File: config.mk
export PLATFORM = sky130hd
export DESIGN_NAME = logic_axi4_lite_write_aligner_fifo
export DESIGN_NICKNAME = d
export VERILOG_FILES = /design/src/rtl/logic_axi4_lite_write_aligner_fifo.sv
export SDC_FILE = /design/constraint.sdc
export NUM_CORES = 1
export LEC_CHECK = 0
export BUFFER_PORTS_ARGS = -buffer_cell sky130_fd_sc_hd__buf_2
export CORE_ASPECT_RATIO = 0.6
export CORE_UTILIZATION = 40
export CTS_BUF_LIST = sky130_fd_sc_hd__clkbuf_8 sky130_fd_sc_hd__clkbuf_16
export DETAILED_ROUTE_END_ITERATION = 7
export GPL_TIMING_DRIVEN = 1
export PLACE_DENSITY = 0.75
export SKIP_LAST_GASP = 1
export SYNTH_ARGS = -nofsm -noshare
export SYNTH_HDL_FRONTEND = slang
export SYNTH_SLANG_ARGS = --single-unit
export TNS_END_PERCENT = 10
File: constraint.sdc
create_clock -name aclk -period 2.05 [get_ports aclk]
set_input_delay 0 -clock aclk [delete_from_list [all_inputs] [get_ports aclk]]
set_output_delay 0 -clock aclk [all_outputs]
set_load 0.01 [all_outputs]
File: src/rtl/logic_axi4_lite_write_aligner_fifo.sv
// AXI4-Lite write aligner: AW and W beats are buffered independently and released
// downstream as a matched pair, with a cap on writes still awaiting a B response.

module logic_axi4_lite_write_aligner_fifo_buf #(
  parameter int WIDTH = 8,
  parameter int DEPTH = 2
) (
  input  logic             clk,
  input  logic             rst,
  input  logic             push_valid,
  output logic             push_ready,
  input  logic [WIDTH-1:0] push_data,
  input  logic             pop,
  output logic [WIDTH-1:0] head,
  output logic             filled,
  output logic             more
);
  localparam int PTR_W = (DEPTH > 1) ? $clog2(DEPTH) : 1;
  localparam int CNT_W = $clog2(DEPTH + 1);
  localparam logic [PTR_W-1:0] LAST = PTR_W'(DEPTH - 1);
  localparam logic [CNT_W-1:0] FULL = CNT_W'(DEPTH);

  logic [WIDTH-1:0] mem [DEPTH];
  logic [PTR_W-1:0] wr_ptr;
  logic [PTR_W-1:0] rd_ptr;
  logic [CNT_W-1:0] count;
  logic [CNT_W-1:0] count_next;
  logic             push;

  assign push       = push_valid && push_ready;
  assign count_next = count + CNT_W'(push) - CNT_W'(pop);

  // Ready is registered from the post-update fill level, so a full FIFO that is
  // popped keeps ready low for that cycle.
  always_ff @(posedge clk or posedge rst) begin
    if (rst) begin
      wr_ptr     <= '0;
      rd_ptr     <= '0;
      count      <= '0;
      push_ready <= 1'b0;
    end else begin
      if (push) wr_ptr <= (wr_ptr == LAST) ? '0 : wr_ptr + 1'b1;
      if (pop)  rd_ptr <= (rd_ptr == LAST) ? '0 : rd_ptr + 1'b1;
      count      <= count_next;
      push_ready <= (count_next != FULL);
    end
  end

  always_ff @(posedge clk) begin
    if (push) mem[wr_ptr] <= push_data;
  end

  assign head   = mem[rd_ptr];
  assign filled = (count != '0);
  assign more   = (count > CNT_W'(1));
endmodule

module logic_axi4_lite_write_aligner_fifo #(
  parameter int DATA_BYTES      = 4,
  parameter int ADDRESS_WIDTH   = 1,
  parameter int AW_DEPTH        = 2,
  parameter int W_DEPTH         = 4,
  parameter int MAX_OUTSTANDING = 4
) (
  input  logic                                 aclk,
  input  logic                                 areset,
  input  logic                                 slave_awvalid,
  output logic                                 slave_awready,
  input  logic [ADDRESS_WIDTH-1:0]             slave_awaddr,
  input  logic [2:0]                           slave_awprot,
  input  logic                                 slave_wvalid,
  output logic                                 slave_wready,
  input  logic [8*DATA_BYTES-1:0]              slave_wdata,
  input  logic [DATA_BYTES-1:0]                slave_wstrb,
  output logic                                 slave_bvalid,
  input  logic                                 slave_bready,
  output logic [1:0]                           slave_bresp,
  input  logic                                 slave_arvalid,
  output logic                                 slave_arready,
  input  logic [ADDRESS_WIDTH-1:0]             slave_araddr,
  input  logic [2:0]                           slave_arprot,
  output logic                                 slave_rvalid,
  input  logic                                 slave_rready,
  output logic [8*DATA_BYTES-1:0]              slave_rdata,
  output logic [1:0]                           slave_rresp,
  output logic                                 master_awvalid,
  input  logic                                 master_awready,
  output logic [ADDRESS_WIDTH-1:0]             master_awaddr,
  output logic [2:0]                           master_awprot,
  output logic                                 master_wvalid,
  input  logic                                 master_wready,
  output logic [8*DATA_BYTES-1:0]              master_wdata,
  output logic [DATA_BYTES-1:0]                master_wstrb,
  input  logic                                 master_bvalid,
  output logic                                 master_bready,
  input  logic [1:0]                           master_bresp,
  output logic                                 master_arvalid,
  input  logic                                 master_arready,
  output logic [ADDRESS_WIDTH-1:0]             master_araddr,
  output logic [2:0]                           master_arprot,
  input  logic                                 master_rvalid,
  output logic                                 master_rready,
  input  logic [8*DATA_BYTES-1:0]              master_rdata,
  input  logic [1:0]                           master_rresp,
  output logic [$clog2(MAX_OUTSTANDING+1)-1:0] outstanding,
  output logic                                 busy
);
  localparam int DATA_W  = 8 * DATA_BYTES;
  localparam int AW_ENT  = ADDRESS_WIDTH + 3;
  localparam int W_ENT   = DATA_W + DATA_BYTES;
  localparam int OUT_W   = $clog2(MAX_OUTSTANDING + 1);
  localparam logic [OUT_W-1:0] MAX_CNT = OUT_W'(MAX_OUTSTANDING);

  typedef enum logic [1:0] {IDLE, ISSUE, AW_DONE, W_DONE} state_t;

  state_t            state;
  state_t            state_next;
  logic [AW_ENT-1:0] aw_head;
  logic [W_ENT-1:0]  w_head;
  logic              aw_filled;
  logic              aw_more;
  logic              w_filled;
  logic              w_more;
  logic              pair_done;
  logic              b_fire;
  logic              b_dec;
  logic [OUT_W-1:0]  out_next;

  logic_axi4_lite_write_aligner_fifo_buf #(.WIDTH(AW_ENT), .DEPTH(AW_DEPTH)) aw_fifo (
    .clk        (aclk),
    .rst        (areset),
    .push_valid (slave_awvalid),
    .push_ready (slave_awready),
    .push_data  ({slave_awprot, slave_awaddr}),
    .pop        (pair_done),
    .head       (aw_head),
    .filled     (aw_filled),
    .more       (aw_more)
  );

  logic_axi4_lite_write_aligner_fifo_buf #(.WIDTH(W_ENT), .DEPTH(W_DEPTH)) w_fifo (
    .clk        (aclk),
    .rst        (areset),
    .push_valid (slave_wvalid),
    .push_ready (slave_wready),
    .push_data  ({slave_wstrb, slave_wdata}),
    .pop        (pair_done),
    .head       (w_head),
    .filled     (w_filled),
    .more       (w_more)
  );

  // A pair completes when the last outstanding half of it handshakes.
  assign pair_done = ((state == ISSUE)   && master_awready && master_wready) ||
                     ((state == AW_DONE) && master_wready) ||
                     ((state == W_DONE)  && master_awready);
  assign b_fire    = master_bvalid && slave_bready;
  assign b_dec     = b_fire && (outstanding != '0);

  always_comb begin
    out_next = outstanding;
    if (pair_done && !b_dec)      out_next = outstanding + 1'b1;
    else if (!pair_done && b_dec) out_next = outstanding - 1'b1;
  end

  always_comb begin
    state_next = state;
    case (state)
      IDLE:    if (aw_filled && w_filled && (outstanding < MAX_CNT)) state_next = ISSUE;
      ISSUE:   if (master_awready && !master_wready) state_next = AW_DONE;
               else if (!master_awready && master_wready) state_next = W_DONE;
      AW_DONE: state_next = AW_DONE;
      W_DONE:  state_next = W_DONE;
      default: state_next = IDLE;
    endcase
    // Heads after the pop must both still hold an entry to go back-to-back.
    if (pair_done) state_next = (aw_more && w_more && (out_next < MAX_CNT)) ? ISSUE : IDLE;
  end

  always_ff @(posedge aclk or posedge areset) begin
    if (areset) begin
      state       <= IDLE;
      outstanding <= '0;
    end else begin
      state       <= state_next;
      outstanding <= out_next;
    end
  end

  assign master_awvalid = (state == ISSUE) || (state == W_DONE);
  assign master_wvalid  = (state == ISSUE) || (state == AW_DONE);
  assign {master_awprot, master_awaddr} = aw_head;
  assign {master_wstrb, master_wdata}   = w_head;

  assign slave_bvalid  = master_bvalid;
  assign slave_bresp   = master_bresp;
  assign master_bready = slave_bready;

  assign master_arvalid = slave_arvalid;
  assign master_araddr  = slave_araddr;
  assign master_arprot  = slave_arprot;
  assign slave_arready  = master_arready;
  assign slave_rvalid   = master_rvalid;
  assign slave_rdata    = master_rdata;
  assign slave_rresp    = master_rresp;
  assign master_rready  = slave_rready;

  assign busy = aw_filled || w_filled || (state != IDLE) || (outstanding != '0);

  // A B response with nothing outstanding is a downstream protocol violation.
  b_without_write: assert property (@(posedge aclk) disable iff (areset)
    !(b_fire && (outstanding == '0)));
endmodule

==> results of run 1 <==
[routing by layer]
metal / global-route usage [%] / routed length (µm) / up-vias
li1: - / - / 1611
met1: 18.63 / 5644 / 1853
met2: 26.07 / 6470 / 104
met3: 4.414 / 732 / 23
met4: 4.930 / 135 / 0
met5: 0 / 0 / -
[area by class of cell]
type	count	share of cell area [%]
clock buffers	17	4.971
clock inverters	15	1.696
inverters	13	0.5703
multi-input cells	124	17.85
flip-flops and latches	170	58.63
well taps	228	3.334
repair buffers	157	12.94
[kinds of logic after synthesis]
group | Yosys count | share of synthesized area [%]
adder cells (fa/ha/maj) | 20 | 3.696
AO/OA/AOI/OAI | 18 | 1.776
multiplexers | 41 | 12.43
buffers and inverters | 68 | 6.441
flip-flops | 170 | 71.91
XOR/XNOR | 8 | 1.005
AND/OR/NAND/NOR | 37 | 2.745
[worst max-delay path: stages, from the launching register on]
cell	delay [ps]
dfrtp_1	420
ha_2	210
a21o_1	160
a22oi_2	130
buf_6	150
xnor2_1	130
ha_2	200
fa_1	440
nor2_1	110
nand2_1	60
[state kept, by name (all words and copies together) (netlist names)]
register and count:
aw_fifo.count 2, aw_fifo.mem 8, aw_fifo.push_ready 1, aw_fifo.rd_ptr 1, aw_fifo.wr_ptr 1, outstanding 3, state 2, w_fifo.count 3
w_fifo.mem 144, w_fifo.push_ready 1, w_fifo.rd_ptr 2, w_fifo.wr_ptr 2
[Yosys cell counts, drive strengths merged, types with 3 or more instances]
| cell | number | area, µm² |
|---|---|---|
| edfxtp | 152 | 4564 |
| buf | 55 | 400.4 |
| mux4 | 36 | 810.8 |
| ha | 19 | 237.7 |
| dfrtp | 18 | 450.4 |
| inv | 13 | 48.80 |
| nand2 | 10 | 37.54 |
| xnor2 | 7 | 61.31 |
| and3 | 5 | 31.28 |
| mux2 | 5 | 56.30 |
| nor2 | 5 | 18.77 |
| nor3 | 5 | 30.03 |
| o21ai | 5 | 25.02 |
| or3 | 4 | 25.02 |
| a21o | 3 | 22.52 |
[where the power goes]
part           leakage (nW)  switching, mW  internal (mW)
clock                 0.280           1.36           1.70
combinational          1.28           1.99           1.96
sequential             1.60          0.389           4.57
[worst min-delay path by stage]
stage	startpoint	end	slack, ps	depth (start not counted)
finish	master_rresp[0]	slave_rresp[0]	0.004	0
CTS	slave_arprot[1]	master_arprot[1]	0.07	0
floorplan	areset	aw_fifo.count[0]	-60	1
global route	master_rdata[20]	slave_rdata[20]	0.02	0
global placement	slave_arprot[1]	master_arprot[1]	0.07	0
detailed placement	slave_arprot[1]	master_arprot[1]	0.07	0
[per-stage QoR]
| step | cells | total power [mW] | hold WS (ps) |
|---|---|---|---|
| detailed placement | 648 | 8.915 | 0.06862 |
| global placement | 648 | 8.701 | 0.06862 |
| finish | 724 | 11.96 | 0.004436 |
| global route | 724 | 12.60 | 0.01506 |
| CTS | 724 | 12.09 | 0.06862 |
| floorplan | 362 | 7.503 | -61.43 |
[repair_timing]
| action | CTS | global route |
|---|---|---|
| endpoints found under the setup margin | 8 | 16 |
| setup buffers | 2 | 0 |
| pin swaps | 2 | 3 |
| hold buffers | 42 | 0 |
| hold endpoints to repair | 171 | 0 |
| gates resized for setup | 1 | 0 |
==> results.md, run 1 <==
- CORE AREA: 16620 µm²
- Sequential cell area: 5017 µm²
- Post-route DRC violation count: 0
- First-pass GRT wire length: 20360 µm
- Footprint of the multi-input gates: 1528 µm²
- Synthesized cell area: 6974 µm²
- Worst Path Required: 2350 ps
- Final antenna-violating net count: 0
- CP Launch Type: flop
- Port bufs: 97
- Die ar.: 17980 µm²
- Register bit total from synthesis: 170
- Pre-antenna DRT Iters: 4
- Netlist cell types: 37
- Worst-case reg-to-reg path depth: 9
- Fin Clk Skew: 7.354 ps
- Hold/Removal Path Class: input port to output port
- Crit. Startpoint: state[1]
- Fin crit period: 2125 ps
- I/O pins: 186
- Max capacitance violation total: 0
- Final instance area: 8557 µm²
- EDFF count, synth: 152
- Synth Warn #: 0
- Crit Path Max Fanout: 7
- Share of cells above drive strength 1: 40.12%
- VDD IR max: 0.6111 mV
- Seq/Total Area, Yosys: 71.91%
- Largest net degree at the start of global routing: 40
- Kind of critical path: flop to flop
- Reg clk slew, reported paths: 60 ps
- RR Endpoint: w_fifo.push_ready
- Critical path data arrival time: 2420 ps
- Initial Util: 41.96%
- Syn nets: 474
- Flop2flop setup slack: -80 ps
- Cts bufs inserted: 17
- Worst setup path endpoint: w_fifo.push_ready
- Htree depth: 4
- Final period utilization: 103.7%
- Failing checks: negative setup slack
- Root buf cell: clkbuf_16
- Worst-case clock buffer depth: 2
- Vias per cell: 4.960
- Most frequent cells in the layout: edfxtp_1 (152), buf_2 (97), dlygate4sd3_1 (42)
- Pwr dens: 1398 nW/µm²
- Hold Fails Final Rpt: 0
- Average cell area after synthesis: 19.27 µm²
- Unrepaired setup endpoints after global routing: yes
- Post-synth ARST share: 10.59%
- CP Capture Type: flop
- Slew @ Worst Pin: 736.4 ps
- Util after Layout: 51.48%
- Synth Instances: 362
- Row Count: 36
- Iteration-0 DRC Markers: 240
- Slew headroom: 50.86%
- Die height: 104.3 µm
- Total negative slack: -189.2 ps
- Commonest non-fill, non-tap cell in the layout: edfxtp_1
- GP Congestion: 0.7532
- Initial antenna violation count: 0
- Setup WS pre-CTS: -208.0 ps
- Diode count: 0
- Die X: 172.5 µm
- Fillers: 1348
- GRT overflow: 0
- # clock sinks: 170
- Later-pin clock latency in the skew report: 420 ps
- Final setup fails: 4
- Reg2reg start: state[1]
- Total track usage: 15.31%
- Via count: 3591
- Area growth syn-to-layout: 22.69%
- Hpwl dp: 7908 µm
- Worst Setup Slack, final: -75.17 ps
- CTS tree: built
- Vias in the first global route: 3892
- Max-slew violations: 0
- Pleak: 3.166 nW
- Max Fclk: 0.4706 GHz
- Wire per inst: 17.93 µm
- Routed wire length: 12980 µm
- DP Area: 7547 µm²
- Synth Flop Type: edfxtp_1
- Nets: 595
- Outcome: finished with violations
No activity file was read; power rests on OpenSTA's default activity.
==> run 2, diff against run 1 <==
Settings changed: RECOVER_POWER from default to 100.
==> run 2 against run 1 <==
  * The run still ends with negative setup slack left
  * Clock skew hardly changed
  * Worst setup slack worse by 9.6 ps
  * Non-clock buffer count stayed put
  * Global-route usage stayed put
  * Die area stayed put
  * Combinational power is 4% lower
  * Total power is 1.2% lower
  * Fmax is 0.45% lower
  * Sequential power hardly changed
  * Clock-buffer cell count stayed put
  * Critical endpoint unchanged
==> results.md, run 2 (synthesis results as in run 1) <==
- Crit Path Max Fanout: 7 (unchanged)
- Fillers: 1384 (+2.7%)
- CORE AREA: 16620 µm² (unchanged)
- # clock sinks: 170 (unchanged)
- Wire per inst: 17.96 µm (+0.15%)
- Flop2flop setup slack: -80 ps (about the same)
- Final instance area: 8414 µm² (-1.7%)
- Met3 Use GR: 4.414% (unchanged)
- Final setup fails: 4 (unchanged)
- RR Endpoint: w_fifo.push_ready
- DP Area: 7547 µm² (unchanged)
- Most frequent cells in the layout: edfxtp_1 (152), clkbuf_1 (66), dlygate4sd3_1 (42)
- Max capacitance violation total: 0 (unchanged)
- Largest net degree at the start of global routing: 40 (unchanged)
- Hpwl dp: 7908 µm (unchanged)
- Kind of critical path: flop to flop
- Hold Fails Final Rpt: 0 (unchanged)
- GRT overflow: 0 (unchanged)
- Reg2reg start: state[1]
- First-pass GRT wire length: 20360 µm (unchanged)
- Max Fclk: 0.4684 GHz (-0.45%)
- Cts bufs inserted: 17 (unchanged)
- Critical path data arrival time: 2430 ps (about the same)
- Top flop regs: w_fifo.mem: 144 flops, aw_fifo.mem: 8 flops
- Worst Path Required: 2340 ps (about the same)
- Slew @ Worst Pin: 737.4 ps (+1.050 ps)
- Initial Util: 41.96% (unchanged)
- CTS tree: built
- Hold wc startpoint: master_rresp[0]
- Later-pin clock latency in the skew report: 410 ps (about the same)
- Initial antenna violation count: 0 (unchanged)
- Total track usage: 15.31% (unchanged)
- Fin crit period: 2135 ps (+9.648 ps)
- CP Launch Type: flop
- GP Congestion: 0.7532 (unchanged)
- Pwr dens: 1404 nW/µm² (+0.43%)
- Max reg flops: 144 (unchanged)
- Port bufs: 97 (unchanged)
- Iteration-0 DRC Markers: 245 (+2.1%)
- Routed wire length: 13000 µm (+0.15%)
- Clock network fraction of total power: 25.8% (+0.3 points)
- Setup WS pre-CTS: -208.0 ps (unchanged)
- Switching part of the total: 31.61% (+0.43 points)
- Sequential Power Share: 42.1% (+0.6 points)
- Fin Clk Skew: 7.083 ps (-0.2709 ps)
- M2 GR Usage: 26.07% (unchanged)
- Final period utilization: 104.1% (+0.47 points)
- Reg clk slew, reported paths: 60 ps (about the same)
- Combinational power share: 32.1% (-0.9 points)
- Worst Setup Slack, final: -84.82 ps (-9.648 ps)
- Pleak: 2.971 nW (-6.2%)
- Share of cells above drive strength 1: 26.81% (-13 points)
- Fin cells: 724 (unchanged)
- Diode count: 0 (unchanged)
- Area growth syn-to-layout: 20.65%
- Placed Cells: 648 (unchanged)
- Hold path endpoint: slave_rresp[0]
- Pint: 8.077 mW (-1.9%)
- Most flops, register: w_fifo.mem
- Row Count: 36 (unchanged)
- Vias in the first global route: 3892 (unchanged)
- Die ar.: 17980 µm² (unchanged)
- Pre-antenna DRT Iters: 4 (unchanged)
- Worst-case reg-to-reg path depth: 9 (unchanged)
- Max-slew violations: 0 (unchanged)
- Vias per cell: 4.968 (+0.17%)
- Failing checks: negative setup slack
- Sw power: 3.734 mW (+0.10%)
- Via count: 3597 (+0.17%)
- Worst-case clock buffer depth: 2 (unchanged)
- VDD IR max: 0.6116 mV (about the same)
- I/O pins: 186 (unchanged)
- CP Capture Type: flop
- Die height: 104.3 µm (unchanged)
- Die X: 172.5 µm (unchanged)
- Unrepaired setup endpoints after global routing: yes
- Util after Layout: 50.62% (-0.86 points)
- Gr busiest metal: met2
- Root buf cell: clkbuf_16
- Hold/Removal Path Class: input port to output port
- Htree depth: 4 (unchanged)
- Nets: 595 (unchanged)
- M1 GR Usage: 18.63% (unchanged)
- Commonest non-fill, non-tap cell in the layout: edfxtp_1
- Post-route DRC violation count: 0 (unchanged)
- Worst Hold Path Cells: 0 (unchanged)
- Outcome: finished with violations
- Total negative slack: -216.6 ps (-27.34 ps)
- Final antenna-violating net count: 0 (unchanged)
- Slew headroom: 50.79% (-0.070 points)
run 2: cell type report:
cell class	count	area, µm²	share of cell area (%)
clock buffers	17	425.4	5.056
well taps	228	285.3	3.390
inverters	13	48.80	0.5799
flip-flops and latches	170	5017	59.63
clock inverters	15	145.1	1.725
repair buffers	157	964.7	11.46
multi-input cells	124	1528	18.16
run 2: worst max path at each step:
stage | endpoint | cells past startpoint | slack (ps) | start
final | w_fifo.push_ready | 9 | -80 | state[1]
after global routing | w_fifo.push_ready | 9 | -170 | state[0]
after CTS | w_fifo.push_ready | 9 | -80 | state[0]
after detailed placement | state[0] | 9 | -210 | state[0]
after global placement | state[0] | 9 | -140 | state[0]
after floorplan | w_fifo.push_ready | 10 | -70 | state[1]
run 2: repair_timing:
| item | in CTS | in global routing |
|---|---|---|
| gates resized for setup | 1 | 0 |
| endpoints found under the hold margin | 171 | 0 |
| setup endpoints to repair | 8 | 16 |
| setup buffers | 2 | 0 |
| pin swaps | 2 | 3 |
| hold buffers | 42 | 0 |
run 2: routing by layer:
layer,vias up,wire [µm]
met5,-,0
met4,0,135
met3,21,625
met2,94,6502
met1,1877,5738
li1,1605,-
run 2: critical path, stage by stage, from the launching register on:
cell and delay, ps:
dfrtp_1 420, ha_2 210, a21o_1 160, a22oi_2 130, buf_6 160, xnor2_1 130
ha_2 190, fa_1 430, nor2_1 110, nand2_1 60
run 2: per-stage QoR:
step / hold slack, ps / total power [mW]
floorplan: -61.43 / 7.503
global placement: 0.06862 / 8.701
detailed placement: 0.06862 / 8.915
CTS: 0.06862 / 12.09
global route: 0.01506 / 12.46
finish: 0.004436 / 11.81
run 2: power by group through the flow:
stage	clock network, mW	registers [mW]	logic, mW
finish	3.05	4.97	3.79
global route	3.24	5.04	4.18
CTS	3.12	4.97	4.01
detailed placement	0	5.03	3.88
global placement	0	4.97	3.73
floorplan	0	4.87	2.63
